--- config.mk ---
export PLATFORM = sky130hd
export DESIGN_NAME = multicycle_main_control
export DESIGN_NICKNAME = d
export VERILOG_FILES = /design/src/rtl/multicycle_main_control.sv
export SDC_FILE = /design/constraint.sdc
export NUM_CORES = 1
export LEC_CHECK = 0
export CAP_MARGIN = 20
export CORE_MARGIN = 3
export CORE_UTILIZATION = 44
export DETAILED_ROUTE_END_ITERATION = 8
export GPL_TIMING_DRIVEN = 0
export PLACE_DENSITY = 0.77
export SETUP_SLACK_MARGIN = 0.05
export SLEW_MARGIN = 10
export SYNTH_ARGS = -nofsm -noshare
export SYNTH_HDL_FRONTEND = slang
export SYNTH_SLANG_ARGS = --single-unit
export TNS_END_PERCENT = 50
--- constraint.sdc ---
create_clock -name clk -period 1.83 [get_ports clk]
set_input_delay 0.183 -clock clk [delete_from_list [all_inputs] [get_ports clk]]
set_output_delay 0.183 -clock clk [all_outputs]
set_load 0.02 [all_outputs]
--- src/rtl/multicycle_main_control.sv ---
// Main control FSM for the multicycle MIPS datapath: sequences each instruction's
// steps, decodes datapath strobes/selects from the current state, and bounds memory waits.
module multicycle_main_control #(
    parameter int TIMEOUT_CYCLES = 16,
    parameter int CNT_W          = 8
) (
    input  logic       clk,
    input  logic       rst,
    input  logic [5:0] Opcode,
    input  logic       Mem_Ready,
    output logic       PCWrite,
    output logic       PCWriteCond,
    output logic       IorD,
    output logic       MemRead,
    output logic       MemWrite,
    output logic       IRWrite,
    output logic       MemtoReg,
    output logic       RegDst,
    output logic       RegWrite,
    output logic       ALUSrcA,
    output logic [1:0] ALUSrcB,
    output logic [1:0] ALU_Op,
    output logic [1:0] PCSource,
    output logic       Illegal_o,
    output logic       Timeout_o,
    output logic [3:0] State_o
);

    typedef enum logic [3:0] {
        S_FETCH    = 4'd0,
        S_DECODE   = 4'd1,
        S_MEM_ADDR = 4'd2,
        S_MEM_RD   = 4'd3,
        S_MEM_WB   = 4'd4,
        S_MEM_WR   = 4'd5,
        S_EXEC_R   = 4'd6,
        S_R_WB     = 4'd7,
        S_BRANCH   = 4'd8,
        S_JUMP     = 4'd9,
        S_EXEC_I   = 4'd10,
        S_I_WB     = 4'd11
    } state_t;

    localparam logic [5:0] OP_RTYPE = 6'b000000;
    localparam logic [5:0] OP_LW    = 6'b100011;
    localparam logic [5:0] OP_SW    = 6'b101011;
    localparam logic [5:0] OP_BEQ   = 6'b000100;
    localparam logic [5:0] OP_J     = 6'b000010;
    localparam logic [5:0] OP_ADDI  = 6'b001000;

    localparam logic [CNT_W-1:0] CNT_MAX = {CNT_W{1'b1}};
    localparam logic [CNT_W-1:0] CNT_TO  = CNT_W'(TIMEOUT_CYCLES);

    state_t           state_q, state_d;
    logic [CNT_W-1:0] cnt_q, cnt_d;
    logic             wait_st;
    logic             timeout_hit;

    always_ff @(posedge clk or posedge rst) begin
        if (rst) begin
            state_q <= S_FETCH;
            cnt_q   <= '0;
        end else begin
            state_q <= state_d;
            cnt_q   <= cnt_d;
        end
    end

    always_comb begin
        PCWrite     = 1'b0;
        PCWriteCond = 1'b0;
        IorD        = 1'b0;
        MemRead     = 1'b0;
        MemWrite    = 1'b0;
        IRWrite     = 1'b0;
        MemtoReg    = 1'b0;
        RegDst      = 1'b0;
        RegWrite    = 1'b0;
        ALUSrcA     = 1'b0;
        ALUSrcB     = 2'b00;
        ALU_Op      = 2'b00;
        PCSource    = 2'b00;
        Illegal_o   = 1'b0;
        state_d     = state_q;

        wait_st     = (state_q == S_FETCH) || (state_q == S_MEM_RD) || (state_q == S_MEM_WR);
        timeout_hit = (TIMEOUT_CYCLES != 0) && wait_st && !Mem_Ready && (cnt_q == CNT_TO);

        case (state_q)
            S_FETCH: begin
                MemRead = 1'b1;
                ALUSrcB = 2'b01;
                IRWrite = Mem_Ready;
                PCWrite = Mem_Ready;
                if (Mem_Ready) state_d = S_DECODE;
            end
            S_DECODE: begin
                ALUSrcB = 2'b11;
                case (Opcode)
                    OP_RTYPE:      state_d = S_EXEC_R;
                    OP_LW, OP_SW:  state_d = S_MEM_ADDR;
                    OP_BEQ:        state_d = S_BRANCH;
                    OP_J:          state_d = S_JUMP;
                    OP_ADDI:       state_d = S_EXEC_I;
                    default: begin
                        Illegal_o = 1'b1;
                        state_d   = S_FETCH;
                    end
                endcase
            end
            S_MEM_ADDR: begin
                ALUSrcA = 1'b1;
                ALUSrcB = 2'b10;
                state_d = (Opcode == OP_LW) ? S_MEM_RD : S_MEM_WR;
            end
            S_MEM_RD: begin
                MemRead = 1'b1;
                IorD    = 1'b1;
                if (Mem_Ready) state_d = S_MEM_WB;
            end
            S_MEM_WB: begin
                MemtoReg = 1'b1;
                RegWrite = 1'b1;
                state_d  = S_FETCH;
            end
            S_MEM_WR: begin
                MemWrite = 1'b1;
                IorD     = 1'b1;
                if (Mem_Ready) state_d = S_FETCH;
            end
            S_EXEC_R: begin
                ALUSrcA = 1'b1;
                ALU_Op  = 2'b10;
                state_d = S_R_WB;
            end
            S_R_WB: begin
                RegDst   = 1'b1;
                RegWrite = 1'b1;
                state_d  = S_FETCH;
            end
            S_BRANCH: begin
                ALUSrcA     = 1'b1;
                ALU_Op      = 2'b01;
                PCWriteCond = 1'b1;
                PCSource    = 2'b01;
                state_d     = S_FETCH;
            end
            S_JUMP: begin
                PCWrite  = 1'b1;
                PCSource = 2'b10;
                state_d  = S_FETCH;
            end
            S_EXEC_I: begin
                ALUSrcA = 1'b1;
                ALUSrcB = 2'b10;
                state_d = S_I_WB;
            end
            S_I_WB: begin
                RegWrite = 1'b1;
                state_d  = S_FETCH;
            end
            default: state_d = S_FETCH;
        endcase

        // Abort the stalled access; from FETCH this simply restarts the fetch.
        if (timeout_hit) state_d = S_FETCH;

        if ((state_d != state_q) || Mem_Ready || timeout_hit) cnt_d = '0;
        else if (wait_st && (cnt_q != CNT_MAX))               cnt_d = cnt_q + 1'b1;
        else                                                  cnt_d = cnt_q;

        Timeout_o = timeout_hit;

        // Strobes are suppressed combinationally so nothing leaks out while reset is held.
        if (rst) begin
            PCWrite     = 1'b0;
            PCWriteCond = 1'b0;
            MemRead     = 1'b0;
            MemWrite    = 1'b0;
            IRWrite     = 1'b0;
            RegWrite    = 1'b0;
            Illegal_o   = 1'b0;
            Timeout_o   = 1'b0;
        end
    end

    assign State_o = state_q;

endmodule

==> impl_metrics.ini, run 1 <==
[routing]
wirelength_mm = 3.556
ant_nets = 0
first_pass_iters = 4
vias_per_cell = 5.825
drtIter0Drc = 36
vias = 1299
wl_per_cell_um = 15.95
drc = 0

[synthesis]
ys_seq_elements = 12
synth_top_area_share_pct = 25.75
synth.largest_area_cell = dfrtp_1
synth_area_per_cell_um2 = 7.774
synth_edf_count = 0
synth_most_common_cell = nor2_1
synth_nets = 161
synth-main-ff-cell = dfrtp_1
async_flop_share_pct = 100.0
synth.area.top_cells = dfrtp_1, nor2_1, nor3_1
syn_area_mm2 = 0.001166
netlist_instances = 150
synth_common_cells = nor2_1, dfrtp_1, nand2_1
synth_cell_types = 46
yosysWarnings = 0
yosysSeqAreaShare_pct = 25.75

[sta]
fin_ws_ns = -0.2014
hold_slack_ns = 0.4169
clock.fmax_mhz = 492.3
final.setup.tns_ns = -1.856
min_period_ns = 2.031
rsz0062_at_grt = true
finalSetupViolations = 12
hold_violations = 0
finClkSkew_ns = 0.008095
maxSlewViolCount = 0
tightest_slew_ns = 0.4963
min_period_over_period_pct = 111.0
max_slew_margin_pct = 66.88

[global_route]
grt_pass1_wl_mm = 5.368
grt_use_total_pct = 20.33
grt_antenna_before_repair = 0
gr-total-overflow = 0
grt_max_degree = 14
grt_pass1_vias = 1235

[clock_tree]
clkTransAtPathRegs_ns = 0.08
cts_root_buf = clkbuf_4
cts.sinks = 12
numCtsBuffers = 3
clockBufferDepth = 2
htreeDepth = 1
cts_tree = built
clk_latency_ns = 0.28

[finish]
final_cell_area_mm2 = 0.001824
num-fill-cells = 180
diodes = 0
drive_above_1_share_pct = 43.01
stdcell_count = 223
layout.nets = 205
final_core_util_pct = 72.97
area_delta_synth_final_pct = 56.44

[floorplan]
ios = 31
die_w_um = 57.48
die_y_um = 57.48
start_util_pct = 46.65
die_area_mm2 = 0.003304
rows = 18
core_mm2 = 0.002500

[setup_path]
worstPathRequired_ns = 2.04
endpoint_kind = flip-flop
crit_arrival_ns = 2.24
cp_max_fo = 7
cp-start-kind = flip-flop
crit_type = flip-flop to flip-flop

[min_path]
min_path_type = input pin to flip-flop

[placed_design]
postPlaceCellArea_mm2 = 0.001562
dp.cells = 210
port_buffers = 30
place_congestion = 0.8708
dp_hpwl_mm = 2.433

[pwr]
leakagePower_nw = 0.6956
irDropWorstVdd_uv = 673.6
powerDensity_mw_per_mm2 = 577.2

[outcome]
status = finished, violations left
violations = negative setup slack

[run]
maxCapViolations = 0
[cell usage in the layout, fill, tap and decap left out, types with 3 or more instances in the layout]
| cell type | instances |
|---|---|
| nor3_1 | 7 |
| nor2_1 | 19 |
| dlygate4sd2_1 | 5 |
| dfrtp_2 | 4 |
| nand4_1 | 3 |
| o21ai_0 | 6 |
| nor2_4 | 6 |
| clkdlybuf4s15_2 | 6 |
| xor2_1 | 3 |
| buf_2 | 7 |
| clkdlybuf4s50_1 | 6 |
| nand3_1 | 5 |
| inv_1 | 6 |
| buf_6 | 3 |
| nor2_2 | 4 |
| nand2_1 | 11 |
| xnor2_1 | 4 |
| clkbuf_8 | 5 |
| buf_4 | 14 |
| dfrtp_1 | 8 |
| clkbuf_4 | 3 |
[routing by layer]
layer	up-vias	part of all wire [%]	track usage, %
met4	0	2.0	10.26
li1	623	-	-
met1	612	39	22.14
met5	-	0	0
met3	9	6.4	3.394
met2	55	52	37.26
[power breakdown]
part	switching, mW	internal [mW]	leakage [nW]
logic	0.301	0.232	0.516
clock network	0.0904	0.121	0.0210
registers	0.0231	0.285	0.159
[path summary, 6_finish.rpt]
kind | startpoint | to | slack [ns] | depth (start not counted)
max in group asynchronous | rst | State_o[1] | 0.93 | 2
max | State_o[2] | cnt_q[0] | -0.20 | 7
min in group asynchronous | rst | cnt_q[6] | 0.54 | 2
max reg2reg | State_o[2] | cnt_q[0] | -0.20 | 7
min | Opcode[0] | State_o[3] | 0.42 | 4
min reg2reg | cnt_q[1] | cnt_q[1] | 0.60 | 2
[timing repair]
item,in CTS,in global routing
hold buffers,0,0
gates resized for setup,85,35
buffers inserted,7,2
pin swaps,6,6
setup endpoints to repair,26,24
cloned,0,0
hold endpoints to repair,0,0
[registers in the layout (all words and copies together), names as in the netlist]
signal   count
cnt_q        8
State_o      4
[stage by stage]
step	total power [mW]	setup slack, ns
after global routing	1.111	-0.2905
final	1.053	-0.2014
after global placement	0.7264	-0.5070
after detailed placement	0.7359	-0.5493
after CTS	0.9917	-0.2212
after floorplan	0.5945	-0.07187
[critical path, cell delays in order, from the launching register on]
cell	delay, ns
dfrtp_2	0.46
or4_4	0.43
or3_4	0.36
a41o_1	0.20
a211oi_2	0.16
a21oi_2	0.09
buf_4	0.16
nor2_2	0.09
[cells by family after synthesis]
family | share of synthesized area [%]
simple gates | 36.80
xor+xnor | 7.510
compound gates | 18.99
fa+ha+maj | 2.146
flops | 25.75
buf+inv | 8.798
[final cells by class]
cell class | count | area, µm² | area share [%]
Buffer | 9 | 97.59 | 5.350
Clock buffer | 4 | 36.28 | 1.989
Inverter | 6 | 22.52 | 1.235
Multi-Input combinational cell | 123 | 992.2 | 54.39
Sequential cell | 12 | 305.3 | 16.74
Tap cell | 30 | 37.54 | 2.058
Timing Repair Buffer | 39 | 332.8 | 18.24
(Power assumes the default switching activity.)
==> inputs of run 2 (changes only) <==
CORE_ASPECT_RATIO = 0.8   (was unset)
CORE_MARGIN = 4   (was 3)
==> impl_metrics.ini, run 2 (synthesis results as in run 1) <==
[outcome]
status = finished, violations left
violations = negative setup slack

[floorplan]
core_mm2 = 0.002482
die_w_um = 65.56
die_y_um = 54.05
start_util_pct = 46.98
die_area_mm2 = 0.003543
ios = 31
rows = 16

[routing]
vias_per_cell = 5.823
first_pass_iters = 4
vias = 1351
ant_nets = 0
wirelength_mm = 3.781
drtIter0Drc = 98
wl_per_cell_um = 16.30
drc = 0

[sta]
min_period_ns = 2.035
clock.fmax_mhz = 491.4
hold_slack_ns = 0.5826
final.setup.tns_ns = -1.664
max_slew_margin_pct = 67.58
tightest_slew_ns = 0.4822
fin_ws_ns = -0.2051
finClkSkew_ns = 0.001506
maxSlewViolCount = 0
rsz0062_at_grt = true
hold_violations = 0
finalSetupViolations = 10
min_period_over_period_pct = 111.2

[run]
maxCapViolations = 0

[pwr]
clockPowerShare_pct = 17.5
leakagePower_nw = 0.6867
pwr-share-seq_pct = 30.6
powerDensity_mw_per_mm2 = 571.0
power_frac_comb_pct = 51.9
power.internal_mw = 0.5953
p_sw_share_pct = 40.58
netSwitchingPower_mw = 0.4065
irDropWorstVdd_uv = 438.5

[clock_tree]
cts_root_buf = clkbuf_4
htreeDepth = 1
clk_latency_ns = 0.28
numCtsBuffers = 3
cts.sinks = 12
clkTransAtPathRegs_ns = 0.07
clockBufferDepth = 2
cts_tree = built

[setup_path]
worstPathRequired_ns = 2.04
endpoint_kind = flip-flop
path_cells = or4_4, a211oi_4, nor4b_4, a2111oi_2, a21oi_2, buf_6, nor2_1
cp-start-kind = flip-flop
critPathLaunch = State_o[3]
crit_arrival_ns = 2.24
max_stage_delay_ns = 0.56
reg2reg_depth = 7
cp_max_fo = 8
cpMaxStageDelayCell = or4_4
r2r_slack_ns = -0.21
crit_type = flip-flop to flip-flop
reg2reg_from = State_o[3]

[finish]
largest_reg_flops = 8
mostFrequentLayoutCells = nor2_1, buf_4, buf_2
diodes = 0
area_delta_synth_final_pct = 50.43
num-fill-cells = 207
regMostFlops = cnt_q
final_common_cell = nor2_1
final_cell_area_mm2 = 0.001754
drive_above_1_share_pct = 39.80
layout.nets = 208

[placed_design]
postPlaceCellArea_mm2 = 0.001569
dp_hpwl_mm = 2.502
place_congestion = 0.8166
port_buffers = 30

[min_path]
min_path_type = input pin to flip-flop
holdPathStages = 4
min-delay-start = Opcode[4]

[global_route]
grt_antenna_before_repair = 0
grt_use_total_pct = 22.19
gr-total-overflow = 0
grt_pass1_wl_mm = 5.927
grt_max_degree = 14
grt_pass1_vias = 1246
==> run 2: power groups by stage <==
stage          clock network, mW  logic, mW  registers, mW
2_1_floorplan                  0      0.275          0.319
3_3_place_gp                   0      0.414          0.316
3_5_place_dp                   0      0.422          0.318
4_1_cts                    0.181      0.479          0.305
5_1_grt                    0.198      0.559          0.310
6_report                   0.175      0.520          0.307
==> run 2: worst paths after layout <==
| kind | end |
|---|---|
| worst min register to register | cnt_q[0] |
| max in group asynchronous | State_o[0] |
| worst min-delay path | State_o[3] |
| worst max register to register | cnt_q[6] |
| min in group asynchronous | cnt_q[5] |
| worst max-delay path | cnt_q[6] |
==> run 2: worst max-delay path: cells and delay by family, from the launching register on <==
kind,cells,cell delay (ns)
DFF,1,0.43
AOI/OAI and AO/OA,3,0.63
and+or+nand+nor,3,0.76
buffers and inverters,1,0.15
==> run 2: cell type report <==
class	count	area [µm²]	share of cell area (%)
clock buffer	4	26.28	1.498
timing repair buffer	42	322.8	18.40
buffer	9	97.59	5.563
tap	36	45.04	2.568
inverter	6	26.28	1.498
sequential	12	305.3	17.40
multi-input combinational	123	930.9	53.07
==> run 2: repair_timing <==
action,4_1_cts,5_1_grt
gates resized for setup,93,22
buffers inserted,6,6
hold buffers,0,0
pin swaps,2,3
setup endpoints to repair,26,24
==> run 2: metrics by stage <==
| stage | total power, mW | util (%) | setup WS, ns | instances |
|---|---|---|---|---|
| 3_5_place_dp | 0.7394 | 63.21 | -0.5437 | 216 |
| 4_1_cts | 0.9652 | 68.75 | -0.1743 | 226 |
| 6_report | 1.002 | 70.67 | -0.2051 | 232 |
| 5_1_grt | 1.067 | 70.67 | -0.3163 | 232 |
| 2_1_floorplan | 0.5945 | - | -0.07187 | 150 |
| 3_3_place_gp | 0.7293 | 63.21 | -0.5232 | 216 |
==> run 2: metal layers <==
metal | wire (µm) | part of all wire [%] | vias up | track usage [%]
met2 | 1699 | 45 | 59 | 37.48
met1 | 1747 | 46 | 654 | 28.82
li1 | - | - | 632 | -
met5 | 0 | 0 | - | 0
met4 | 33 | 0.87 | 0 | 5.172
met3 | 300 | 7.9 | 6 | 5.428
